### src/rtl/vvp_pkg.sv
// vvp_pkg: shared definitions for the vvp bit-serial sequencer.
//   - vvp mode encodings driven on the vvp mode input
//   - sequencer state encoding
//   - precision clamping helper (0 -> 1, above max -> max)
package vvp_pkg;

  localparam logic [1:0] MODE_ZERO = 2'b00;
  localparam logic [1:0] MODE_POS  = 2'b01;
  localparam logic [1:0] MODE_PM   = 2'b10;
  localparam logic [1:0] MODE_NEG  = 2'b11;

  typedef enum logic [1:0] {
    IDLE  = 2'd0,
    ISSUE = 2'd1,
    DRAIN = 2'd2,
    DONE  = 2'd3
  } state_t;

  // Legal precision range is 1..maxp.
  function automatic int unsigned clamp_prec(input int unsigned p,
                                             input int unsigned maxp);
    if (p == 0)    return 1;
    if (p > maxp)  return maxp;
    return p;
  endfunction

endpackage

### src/rtl/vvp_seq_tag_pipe.sv
// vvp_seq_tag_pipe: LAT-deep delay line of {valid, shift, last} tags that
// travels alongside the vvp pipeline, so each returned sum meets the
// significance it was issued with. LAT=0 is a combinational pass-through.
// Ports:
//   clk, rst        clock, synchronous active-high clear of all entries
//   i_vld/i_shift/i_last   tag pushed on every issue
//   o_vld/o_shift/o_last   tag aligned with the vvp result of this cycle
module vvp_seq_tag_pipe #(
  parameter int LAT = 0,
  parameter int SW  = 4
) (
  input  logic          clk,
  input  logic          rst,
  input  logic          i_vld,
  input  logic [SW-1:0] i_shift,
  input  logic          i_last,
  output logic          o_vld,
  output logic [SW-1:0] o_shift,
  output logic          o_last
);

  generate
    if (LAT == 0) begin : g_pass
      logic w_unused;
      assign w_unused = clk ^ rst;
      assign o_vld    = i_vld;
      assign o_shift  = i_shift;
      assign o_last   = i_last;
    end else begin : g_pipe
      logic [LAT-1:0]         r_vld;
      logic [LAT-1:0][SW-1:0] r_shift;
      logic [LAT-1:0]         r_last;

      always_ff @(posedge clk) begin
        if (rst) begin
          r_vld   <= '0;
          r_shift <= '0;
          r_last  <= '0;
        end else begin
          r_vld[0]   <= i_vld;
          r_shift[0] <= i_shift;
          r_last[0]  <= i_last;
          for (int k = 1; k < LAT; k++) begin
            r_vld[k]   <= r_vld[k-1];
            r_shift[k] <= r_shift[k-1];
            r_last[k]  <= r_last[k-1];
          end
        end
      end

      assign o_vld   = r_vld[LAT-1];
      assign o_shift = r_shift[LAT-1];
      assign o_last  = r_last[LAT-1];
    end
  endgenerate

endmodule

### src/rtl/vvp_seq.sv
// vvp_seq: bit-serial sequencer for the vvp dot-product datapath.
// Walks every (weight-plane i, data-plane j) pair, one per cycle, selects
// the vvp mode (negating when exactly one operand plane is a signed MSB),
// and accumulates the returned sums shifted by i+j.
// Ports:
//   clk, rst             clock, synchronous active-high reset
//   start                begin a job (IDLE only)
//   wprec/dprec          precisions, clamped to 1..MAXP at start
//   wsigned/dsigned      operands are two's complement
//   busy                 not IDLE
//   waddr/daddr          bit-plane indices to plane storage
//   mode                 vvp mode
//   s_in                 vvp result, LAT cycles after issue
//   acc_out/out_valid/out_ready   result handshake
module vvp_seq
  import vvp_pkg::*;
#(
  parameter  int N    = 64,
  parameter  int MAXP = 8,
  parameter  int LAT  = 0,
  parameter  int ACCW = $clog2(N) + 2 + 2*MAXP,
  localparam int A    = $clog2(N),
  localparam int PB   = $clog2(MAXP)
) (
  input  logic                   clk,
  input  logic                   rst,
  input  logic                   start,
  input  logic [PB:0]            wprec,
  input  logic [PB:0]            dprec,
  input  logic                   wsigned,
  input  logic                   dsigned,
  output logic                   busy,
  output logic [PB-1:0]          waddr,
  output logic [PB-1:0]          daddr,
  output logic [1:0]             mode,
  input  logic signed [A+1:0]    s_in,
  output logic signed [ACCW-1:0] acc_out,
  output logic                   out_valid,
  input  logic                   out_ready
);

  state_t                r_state, w_next;
  logic [PB-1:0]         r_i, r_j;
  // Last plane index (precision - 1) rather than precision, so the
  // wrap/MSB compares are plain equality on counter-width values.
  logic [PB-1:0]         r_wlast, r_dlast;
  logic                  r_ws, r_ds;
  logic signed [ACCW-1:0] r_acc;

  logic                  w_issue, w_jwrap, w_last_pair, w_negw, w_negd;
  logic [PB:0]           w_shift;
  logic                  w_pv, w_pl;
  logic [PB:0]           w_ps;
  logic signed [ACCW-1:0] w_sext, w_term;

  assign w_issue     = (r_state == ISSUE);
  assign w_jwrap     = (r_j == r_dlast);
  assign w_last_pair = w_jwrap && (r_i == r_wlast);
  assign w_negw      = r_ws && (r_i == r_wlast);
  assign w_negd      = r_ds && w_jwrap;
  assign w_shift     = {1'b0, r_i} + {1'b0, r_j};

  // Counters rest at 0 outside ISSUE, so the addresses need no gating.
  assign waddr     = r_i;
  assign daddr     = r_j;
  assign busy      = (r_state != IDLE);
  assign out_valid = (r_state == DONE);
  assign acc_out   = r_acc;

  vvp_seq_tag_pipe #(.LAT(LAT), .SW(PB+1)) u_tag (
    .clk     (clk),
    .rst     (rst),
    .i_vld   (w_issue),
    .i_shift (w_shift),
    .i_last  (w_last_pair),
    .o_vld   (w_pv),
    .o_shift (w_ps),
    .o_last  (w_pl)
  );

  assign w_sext = {{(ACCW-A-2){s_in[A+1]}}, s_in};
  assign w_term = w_sext <<< w_ps;

  always_ff @(posedge clk) begin
    if (rst) r_state <= IDLE;
    else     r_state <= w_next;
  end

  always_comb begin
    w_next = r_state;
    mode   = MODE_ZERO;
    case (r_state)
      IDLE:  if (start) w_next = ISSUE;
      ISSUE: begin
        mode = (w_negw ^ w_negd) ? MODE_NEG : MODE_POS;
        // With no vvp latency the last sum accumulates on this same edge.
        if (w_last_pair) w_next = (LAT > 0) ? DRAIN : DONE;
      end
      DRAIN: if (w_pv && w_pl) w_next = DONE;
      DONE:  if (out_ready)    w_next = IDLE;
      default: w_next = IDLE;
    endcase
  end

  always_ff @(posedge clk) begin
    if (rst) begin
      r_i     <= '0;
      r_j     <= '0;
      r_wlast <= '0;
      r_dlast <= '0;
      r_ws    <= 1'b0;
      r_ds    <= 1'b0;
      r_acc   <= '0;
    end else if (r_state == IDLE && start) begin
      r_wlast <= PB'(clamp_prec(32'(wprec), MAXP) - 1);
      r_dlast <= PB'(clamp_prec(32'(dprec), MAXP) - 1);
      r_ws    <= wsigned;
      r_ds    <= dsigned;
      r_i     <= '0;
      r_j     <= '0;
      r_acc   <= '0;
    end else begin
      if (w_issue) begin
        if (w_jwrap) begin
          r_j <= '0;
          r_i <= (r_i == r_wlast) ? '0 : r_i + PB'(1);
        end else begin
          r_j <= r_j + PB'(1);
        end
      end
      if (w_pv) r_acc <= r_acc + w_term;
    end
  end

endmodule

### config.mk
export PLATFORM = sky130hd
export DESIGN_NAME = vvp_seq
export DESIGN_NICKNAME = d
export VERILOG_FILES = /design/src/rtl/vvp_pkg.sv /design/src/rtl/vvp_seq_tag_pipe.sv /design/src/rtl/vvp_seq.sv
export SDC_FILE = /design/constraint.sdc
export NUM_CORES = 1
export LEC_CHECK = 0
export BUFFER_PORTS_ARGS = -buffer_cell sky130_fd_sc_hd__buf_2
export CORE_ASPECT_RATIO = 0.5
export CORE_MARGIN = 8
export CORE_UTILIZATION = 50
export DETAILED_ROUTE_END_ITERATION = 6
export PLACE_DENSITY = 0.75
export SYNTH_ARGS = -nofsm -noshare
export SYNTH_HDL_FRONTEND = slang
export SYNTH_HIERARCHICAL = 1
export SYNTH_SLANG_ARGS = --single-unit
### constraint.sdc
create_clock -name clk -period 3.5 [get_ports clk]
set_clock_uncertainty 0.15 [all_clocks]
set_input_delay 0.35 -clock clk [delete_from_list [all_inputs] [get_ports clk]]
set_output_delay 0.35 -clock clk [all_outputs]
set_load 0.02 [all_outputs]
==> results of run 1 <==
==> critical path, stage by stage, from the launching register on <==
cell,delay (ns)
dfxtp_4,0.37
ha_4,0.14
inv_2,0.03
fa_1,0.48
inv_2,0.07
buf_6,0.13
nor3_4,0.20
a21oi_4,0.06
mux2i_2,0.21
o22ai_1,0.12
ha_1,0.34
and2_4,0.15
o21a_1,0.17
o2111ai_4,0.15
a211oi_4,0.32
mux2_4,0.33
a211o_1,0.25
nand2_1,0.05
==> kinds of logic (layout without fill, tap and decap cells) <==
| kind of cell | after synthesis | count (layout) | share of synthesized area (%) |
|---|---|---|---|
| xor gates and xnor gates | 29 | 29 | 7.105 |
| and+or+nand+nor | 141 | 141 | 18.52 |
| muxes | 31 | 31 | 8.925 |
| DFF | 40 | 40 | 22.40 |
| buffers and inverters | 45 | 179 | 5.635 |
| adders and majority gates | 37 | 37 | 13.37 |
| AOI/OAI and AO/OA | 128 | 128 | 24.05 |
==> area by class of cell <==
class	count	area, sq um
clock buffer	5	125.1
clock inverter	3	47.55
fill	529	1829
inverter	17	63.81
multi-input combinational	366	2775
sequential	40	810.8
tap	92	115.1
timing repair buffer	154	1039
==> sequential cells by signal, indices dropped and copies added, names as in the netlist <==
register	flops
r_state	2
r_ws	1
r_dlast	3
r_ds	1
r_wlast	3
daddr	3
waddr	3
acc_out	24
==> power groups by stage <==
| stage | registers, uW | logic [uW] | clock network (uW) |
|---|---|---|---|
| 6_report | 671 | 2040 | 548 |
| 5_1_grt | 688 | 2230 | 575 |
| 4_1_cts | 670 | 1960 | 558 |
| 3_5_place_dp | 678 | 1880 | 0 |
| 3_3_place_gp | 674 | 1840 | 0 |
| 2_1_floorplan | 759 | 1150 | 0 |
==> through the flow <==
stage,cells,worst slack [ns],TNS [ns],power (uW)
2_1_floorplan,451,-0.2070,-0.4831,1909
3_3_place_gp,655,-0.3481,-2.430,2513
3_5_place_dp,655,-0.3704,-3.055,2561
4_1_cts,670,-0.2368,-1.974,3188
5_1_grt,677,-0.4825,-4.969,3497
6_report,677,-0.2767,-2.182,3263
==> metal layers <==
metal	share of wire (%)	vias to the layer above	wire length, um
li1	-	1869	-
met1	47	1715	4899
met2	46	84	4839
met3	5.7	12	592
met4	0.95	0	99
met5	0	-	0
==> timing repair <==
item	CTS	global route
setup buffers	7	7
pin swaps	13	18
gates resized for setup	19	17
hold endpoints to repair	0	0
setup endpoints to repair	15	18
==> worst min-delay path by stage <==
stage / to / cells past startpoint / startpoint
final: r_ds / 2 / dsigned
after global routing: r_ws / 2 / wsigned
after CTS: r_ws / 2 / wsigned
after detailed placement: r_dlast[1] / 2 / r_dlast[1]
after global placement: r_dlast[1] / 2 / r_dlast[1]
after floorplan: r_state[0] / 1 / rst
==> placed cells by master, fill, tap and decap left out, types with 4 or more instances in the layout <==
master / synthesis / layout
buf_2: 4 / 55
nor2b_1: 6 / 6
nand4_1: 5 / 5
clkbuf_16: 0 / 5
nand2_1: 40 / 40
a21oi_1: 42 / 36
a22o_1: 4 / 4
mux2i_1: 27 / 25
dfxtp_1: 40 / 36
ha_1: 35 / 30
inv_1: 16 / 13
o21ai_1: 8 / 10
o21bai_1: 6 / 6
o22ai_1: 5 / 5
a21o_1: 10 / 10
nor2_1: 45 / 45
o21ai_0: 18 / 13
nand2b_1: 6 / 6
nand3_1: 8 / 7
nand3b_1: 4 / 4
a21oi_2: 3 / 6
inv_2: 0 / 4
xnor2_1: 12 / 11
buf_4: 7 / 96
nor3_1: 9 / 8
xor2_1: 17 / 17
==> impl_metrics.ini, run 1 <==
[logic_synthesis]
syn-num-nets = 510
post_synth_inst_count = 451
ys_seq_area_share_pct = 22.40
ys.flop_type = dfxtp_1
syn_area_per_cell_sq_um = 7.926
synth_area_leaders = dfxtp_1 (22%), ha_1 (12%), mux2i_1 (7.6%)
synth_most_common_cell = nor2_1
synthTopCellsByCount = nor2_1 (45), a21oi_1 (42), dfxtp_1 (40), nand2_1 (40), ha_1 (35)
netlist-cell-type-count = 58
post-synth-top-area-cell = dfxtp_1
yosysWarnings = 6
yosysTopAreaCellShare_pct = 22.40
syn_area_sq_um = 3575
ys_async_sr_fraction_pct = 0
synth_edf_count = 0
synth.ff_latch_count = 40

[grt]
grtUsageMet3_pct = 4.671
grt_use_met1_pct = 25.34
grt_pass1_wl_mm = 16.84
grt.busiest_layer = met2
grt_util_met2_pct = 35.63
grt_use_total_pct = 20.35
grt_pass1_vias = 3595
grt_max_degree = 38
antenna_found_initial = 0
overflow = 0

[power_and_ir_drop]
ir_drop_mv = 0.5122
seq_power_share_pct = 20.6
powerDensity_nw_per_um2 = 655.7
intPower_uw = 1861
pwr-share-clk_pct = 16.8
p_sw_share_pct = 42.96
p_comb_share_pct = 62.6
power_switching_uw = 1402
leakage_uw = 0.002401

[worst_setup_path]
crit_start = waddr[0]
arrival_ns = 3.87
reg2reg_slack_ns = -0.28
setup.worst_path.end = acc_out[23]
criticalPathCategory = reg2reg
cp-start-kind = flip-flop
rr_startpoint = waddr[0]
required_ns = 3.59
path_max_fanout = 6
cp-end-kind = flip-flop
r2r_cells = 17
r2r_end = acc_out[23]

[die]
start_util_pct = 52.53
rows = 21
io_pins = 56
core_area_sq_um = 6805
dieHeight_um = 75.79
die-width_um = 135.6
die_area_sq_um = 10280

[clock_tree]
cts_max_level = 2
cts.path.max_buffers = 2
cts.sinks = 40
cts-root-buf = clkbuf_16
cts_buffers = 5
holdBufCountCts = 0
cts_tree = built
clock_latency_ns = 0.29
clk_pin_slew_ns = 0.07

[final_layout]
diodes = 0
final_area_sq_um = 4976
final_net_count = 643
final_core_util_pct = 73.12
layout-drive-gt1-share_pct = 37.44
area_delta_synth_final_pct = 39.20

[sta]
drv_slew = 0
grt_setup_unrepaired = true
slew_headroom_pct = 39.39
setup_violations = 15
final.min_clock_period_ns = 3.777
tightest_slew_ns = 0.9091
whs_ns = 0.1179
fmax_mhz = 264.8
final_hold_viol_count = 0
period_share_pct = 107.9
finalWorstSetupSlack_ns = -0.2767

[route]
routed_wirelength_mm = 10.43
routedWlPerCell_um = 15.41
vias = 3680
viasPerCell = 5.436
first_pass_iters = 4
ant_nets = 0
drc_errors = 0
initialDrtViolationCount = 211

[run]
drv.max_cap_violation_count = 0

[placed_design]
dpl-instance-area_sq_um = 4533
port_buffers = 55
dpl.hpwl_mm = 7.879
gp_congestion = 0.9157

[status]
violations = negative setup slack
status = complete, but fails checks

[min_path]
hold_path_class = in2reg
No activity file was read; power rests on OpenSTA's default activity.
==> inputs of run 2 (changes only) <==
--- a/config.mk
+++ b/config.mk
@@ -5,12 +5,14 @@
 export SDC_FILE = /design/constraint.sdc
 export NUM_CORES = 1
 export LEC_CHECK = 0
+export ABC_AREA = 1
 export BUFFER_PORTS_ARGS = -buffer_cell sky130_fd_sc_hd__buf_2
-export CORE_ASPECT_RATIO = 0.5
+export CORE_ASPECT_RATIO = 2
 export CORE_MARGIN = 8
 export CORE_UTILIZATION = 50
 export DETAILED_ROUTE_END_ITERATION = 6
-export PLACE_DENSITY = 0.75
+export GPL_ROUTABILITY_DRIVEN = 1
+export PLACE_DENSITY = 0.74
 export SYNTH_ARGS = -nofsm -noshare
 export SYNTH_HDL_FRONTEND = slang
 export SYNTH_HIERARCHICAL = 1
==> run 2 against run 1 <==
Against the previous run: the run now ends clean; sequential share of layout area is 0.15 points higher; first-iteration DRC count is 1.4% higher; maximum frequency is 14% higher; count of clock-buffer cells in the layout stayed put; synthesized area is 15% higher; critical path depth is 1 higher; worst hold slack better by 0.0083 ns; clock power is 0.9% lower; routed wire length is 6.3% higher; critical path type unchanged.
==> impl_metrics.ini, run 2 <==
[clock_tree]
clock_latency_ns = 0.29
cts_tree = built
cts_buffers = 5
cts.path.max_buffers = 2
cts-root-buf = clkbuf_16
cts_max_level = 2
cts.sinks = 40
holdBufCountCts = 0
clk_pin_slew_ns = 0.07

[logic_synthesis]
post-synth-top-area-cell = nand2_1
synth_area_leaders = nand2_1 (21%), dfxtp_1 (20%), inv_1 (12%)
ys_async_sr_fraction_pct = 0
syn_area_sq_um = 4101
synthMuxAreaShare_pct = 0.2441
yosysWarnings = 6
synth_top_family_by_area = simple AND/OR/NAND/NOR gates
yosys.area_share.adder_pct = 11.65
synthTopCellsByCount = nand2_1 (226), inv_1 (130), nor2_1 (93)
netlist-cell-type-count = 35
synth_edf_count = 0
ys_seq_area_share_pct = 19.52
syn-num-nets = 778
synth_most_common_cell = nand2_1
synth-compound-area-share_pct = 10.92
syn_area_per_cell_sq_um = 5.704
post_synth_inst_count = 719
synthXorXnorAreaFrac_pct = 4.057
ys.flop_type = dfxtp_1
synth.ff_latch_count = 40
yosysTopAreaCellShare_pct = 20.68
synth-simple-area-share_pct = 38.80

[die]
io_pins = 56
dieHeight_um = 144.1
rows = 47
core_area_sq_um = 8115
die-width_um = 80.04
start_util_pct = 50.54
die_area_sq_um = 11530

[status]
status = finished clean

[final_layout]
final_net_count = 838
instances_no_fill = 878
layout-drive-gt1-share_pct = 18.59
diodes = 0
nFillCells = 799
most-common-layout-cells = nand2_1 (220), inv_1 (127), nor2_1 (83), buf_2 (55), dfxtp_1 (40)
final_area_sq_um = 4871
layout_commonest_cell = nand2_1
area_delta_synth_final_pct = 18.76
largest_register_ffs = 24

[power_and_ir_drop]
powerDensity_nw_per_um2 = 927.2
ir_drop_mv = 0.4511
leakage_uw = 0.002792
power_uw = 4516

[placed_design]
dpl.hpwl_mm = 8.769
port_buffers = 55
dpl-instance-area_sq_um = 4463
place_inst = 861
gp_congestion = 0.9172

[worst_setup_path]
cp-end-kind = flip-flop
critPathMostFrequentCell = inv_1
cp-start-kind = flip-flop
path_buf_inv = 6
required_ns = 3.54
path_max_fanout = 8
arrival_ns = 3.35
criticalPathCategory = reg2reg
critical_path.max_stage_delay_ns = 0.40
path_cells = ha_1 -> inv_1 -> fa_1 -> inv_1 -> buf_4 -> nand3_1 -> o21ai_1 -> o21ai_2 -> nor2_2 -> ha_4 -> nand2_2 -> inv_1 -> a21oi_1 -> nand2_2 -> buf_4 -> xor2_1 -> o21ai_0 -> inv_1
crit_family = adder cells
slowest_stage = fa_1

[route]
first_pass_iters = 5
routedWlPerCell_um = 12.63
initialDrtViolationCount = 214
ant_nets = 0
drc_errors = 0
vias = 4346
viasPerCell = 4.950
routed_wirelength_mm = 11.09

[sta]
slew_headroom_pct = 44.95
setup_violations = 0
period_share_pct = 94.65
final_hold_viol_count = 0
fmax_mhz = 301.9
drv_slew = 0
tightest_slew_ns = 0.8248
final.min_clock_period_ns = 3.313

[run]
drv.max_cap_violation_count = 0

[grt]
overflow = 0
grt_pass1_vias = 3796
grt_use_total_pct = 19.12
grt_max_degree = 45
antenna_found_initial = 0
grt_pass1_wl_mm = 17.63

[min_path]
hold_path_class = in2reg
run 2: path summary, 6_finish.rpt:
check	startpoint	to	slack, ns	cells past startpoint
hold / removal	wsigned	r_ws	0.13	2
hold reg to reg	r_dlast[2]	r_dlast[2]	0.33	2
setup / recovery	waddr[0]	acc_out[7]	0.19	18
setup reg to reg	waddr[0]	acc_out[7]	0.19	18
run 2: what timing repair did:
item | in CTS | in global routing
gates resized for setup | 0 | 63
buffers inserted | 0 | 9
endpoints found under the setup margin | 0 | 17
run 2: report_power, final:
group	switching (uW)	internal, uW
Sequential	123	601
Clock	204	339
Combinational	2090	1160
run 2: cell families (layout without fill, tap and decap cells):
kind of cell / count (synthesis) / in the layout
buffers and inverters: 153 / 214
flip-flops: 40 / 40
AO/OA/AOI/OAI: 84 / 84
XOR/XNOR: 19 / 19
multiplexers: 1 / 1
adder cells (fa/ha/maj): 37 / 37
AND/OR/NAND/NOR: 385 / 385
run 2: final cells by class:
class                   count  area [sq um]  share of cell area (%)
clock inverters             3         47.55                  0.9761
clock buffers               5         125.1                   2.569
multi-input cells         526          2861                   58.75
inverters                 132         495.5                   10.17
well taps                  98         122.6                   2.517
flip-flops and latches     40         800.8                   16.44
repair buffers             74         417.9                   8.580
run 2: worst reg2reg max path, delay by kind of cell, from the launching register on:
family	cells	cell delay (ns)
simple gates	4	0.55
xor+xnor	1	0.13
compound gates	4	0.56
flops	1	0.31
buf+inv	6	0.64
fa+ha+maj	3	0.86
run 2: stage by stage:
stage | worst slack [ns] | utilization [%] | hold slack [ns] | setup TNS, ns
after floorplan | 0.05540 | - | 0.2923 | 0
after global placement | 0.1347 | 55.00 | 0.3149 | 0
after detailed placement | 0.1395 | 55.00 | 0.3176 | 0
after CTS | 0.1135 | 57.12 | 0.1179 | 0
after global routing | -0.03221 | 60.02 | 0.1238 | -0.07226
final | 0.1874 | 60.02 | 0.1263 | 0
run 2: per-layer routing:
layer  global-route usage, %  routed length, um  up-vias
li1                        -                  -     2331
met1                   23.53               4808     1879
met2                   32.51               5485      120
met3                   2.491                591       16
met4                   6.950                207        0
met5                       0                  0        -
==> inputs of run 3 (changes only) <==
--- a/config.mk
+++ b/config.mk
@@ -12,7 +12,9 @@
 export CORE_UTILIZATION = 50
 export DETAILED_ROUTE_END_ITERATION = 6
 export GPL_ROUTABILITY_DRIVEN = 1
-export PLACE_DENSITY = 0.74
+export HOLD_SLACK_MARGIN = 0.08
+export PLACE_DENSITY = 0.71
+export SKIP_CTS_REPAIR_TIMING = 1
 export SYNTH_ARGS = -nofsm -noshare
 export SYNTH_HDL_FRONTEND = slang
 export SYNTH_HIERARCHICAL = 1
==> constraint.sdc (replaced) <==
create_clock -name clk -period 3.45 [get_ports clk]
set_clock_uncertainty 0.15 [all_clocks]
set_input_delay 0.345 -clock clk [delete_from_list [all_inputs] [get_ports clk]]
set_output_delay 0.345 -clock clk [all_outputs]
set_load 0.02 [all_outputs]
==> run 3 against run 2 <==
Against the previous run: non-clock buffer count up 5; via count up 0.78%; worst hold slack better by 0.0013 ns; power down 0.59%; combinational power up 1%.
==> impl_metrics.ini, run 3 (synthesis results as in run 2) <==
[sta]
slew_headroom_pct = 46.68
tightest_slew_ns = 0.7989
whs_ns = 0.1276
drv_slew = 0
period_share_pct = 99.21
finalWorstSetupSlack_ns = 0.02734
grt_setup_unrepaired = true
final.min_clock_period_ns = 3.423
setup_violations = 0
fmax_mhz = 292.2
fin_setup_tns_ns = 0
final_hold_viol_count = 0

[worst_setup_path]
cp-end-kind = flip-flop
crit_start = waddr[0]
r2r_cells = 19
crit_family = adder cells
slowest_stage = fa_1
r2r_end = acc_out[16]
rr_startpoint = waddr[0]
reg2reg_slack_ns = 0.03
cp-start-kind = flip-flop
required_ns = 3.49
criticalPathCategory = reg2reg
arrival_ns = 3.46
cp_num_cells = 19
critPathMostFrequentCell = nand2_1
path_buf_inv = 4
setup.worst_path.end = acc_out[16]
critical_path.max_stage_delay_ns = 0.41
path_max_fanout = 5
path_cells = ha_1 -> inv_1 -> fa_1 -> xnor2_2 -> buf_4 -> clkbuf_4 -> o21ai_2 -> o21ai_0 -> ha_2 -> nand2_1 -> nand2_1 -> a21oi_2 -> nor2_1 -> nor2_1 -> nand2_1 -> nand2_1 -> nand3_1 -> nand2_1 -> inv_1

[placed_design]
gp_congestion = 0.9459
port_buffers = 55
place_inst = 865
pre_cts_ws_ns = 0.01309
dpl.hpwl_mm = 9.130

[die]
dieHeight_um = 144.1
rows = 47
start_util_pct = 50.54
die-width_um = 80.04
io_pins = 56
core_area_sq_um = 8115
die_area_sq_um = 11530

[final_layout]
area_delta_synth_final_pct = 18.94
nFillCells = 844
layout_commonest_cell = nand2_1
regArea_sq_um = 800.8
instances_no_fill = 882
most-common-layout-cells = nand2_1 (223), inv_1 (125), nor2_1 (86), buf_2 (55), dfxtp_1 (40)
largest_register_ffs = 24
diodes = 0
multiInputGateArea_sq_um = 2860
final_net_count = 843
layout-drive-gt1-share_pct = 18.75

[clock_tree]
cts_max_level = 2
clk_pin_slew_ns = 0.06
cts_tree = built
clock_latency_ns = 0.29
cts.path.max_buffers = 2
cts.sinks = 40
cts-root-buf = clkbuf_16
cts_buffers = 5

[power_and_ir_drop]
leakage_uw = 0.002804
ir_drop_mv = 0.4205
powerDensity_nw_per_um2 = 920.3
power_uw = 4489

[route]
initialDrtViolationCount = 296
ant_nets = 0
vias = 4380
viasPerCell = 4.966
drc_errors = 0
routedWlPerCell_um = 13.15
routed_wirelength_mm = 11.60
first_pass_iters = 5

[grt]
grtUsageMet3_pct = 2.677
grt_use_total_pct = 20.11
overflow = 0
grt_use_met1_pct = 23.02
grt.busiest_layer = met2
grt_util_met2_pct = 35.67
antenna_found_initial = 0
grt_max_degree = 41
grt_pass1_wl_mm = 18.61
grt_pass1_vias = 4075

[min_path]
hold_path_class = in2reg

[status]
status = finished clean

[run]
drv.max_cap_violation_count = 0
[run 3: changes by cell type in the layout (fill, tap and decap cells not counted), moves of 2 or more]
cell	before	now
nand2_1	220	223
nor2_1	83	86
nand2_2	12	8
o21ai_0	26	24
clkinv_4	2	0
buf_4	19	22
nor2_2	11	8
inv_1	127	125
o21ai_2	8	10
[run 3: stage by stage]
stage | instance area, sq um | util, %
after floorplan | 4101 | -
after global placement | 4493 | 55.37
after detailed placement | 4493 | 55.37
after CTS | 4631 | 57.06
after global routing | 4878 | 60.11
final | 4878 | 60.11
[run 3: worst reg2reg max path: stages (launching register included)]
cell and delay (ns):
dfxtp_1 0.33, ha_1 0.17, inv_1 0.05, fa_1 0.41, xnor2_2 0.26, buf_4 0.16
clkbuf_4 0.16, o21ai_2 0.08, o21ai_0 0.23, ha_2 0.37, nand2_1 0.09, nand2_1 0.08
a21oi_2 0.20, nor2_1 0.07, nor2_1 0.13, nand2_1 0.07, nand2_1 0.07, nand3_1 0.12
nand2_1 0.09, inv_1 0.04
[run 3: per-layer routing]
layer | up-vias | part of all wire (%)
met5 | - | 0
met4 | 0 | 3.0
met1 | 1929 | 43
met2 | 91 | 51
met3 | 20 | 3.2
li1 | 2340 | -
[run 3: cell type report]
class	instances	share of cell area, %
Clock inverter	2	0.2565
Tap cell	98	2.513
Multi-Input combinational cell	526	58.63
Inverter	132	10.21
Timing Repair Buffer	79	9.413
Sequential cell	40	16.41
Clock buffer	5	2.565
[run 3: report_power, final]
group / leakage (uW) / internal (uW) / switching [uW]
Sequential: 0.000328 / 610 / 132
Combinational: 0.00241 / 1150 / 2130
Clock: 0.0000657 / 263 / 195
Total: 0.00280 / 2030 / 2460
[run 3: how the worst min path moves through the flow]
stage / slack, ns / start / cells after the start / to
2_1_floorplan: 0.29 / r_ws / 1 / r_ws
3_3_place_gp: 0.31 / r_dlast[0] / 2 / r_dlast[0]
3_5_place_dp: 0.31 / r_ds / 1 / r_ds
4_1_cts: 0.13 / dsigned / 2 / r_ds
5_1_grt: 0.13 / dsigned / 2 / r_ds
6_report: 0.13 / dsigned / 2 / r_ds
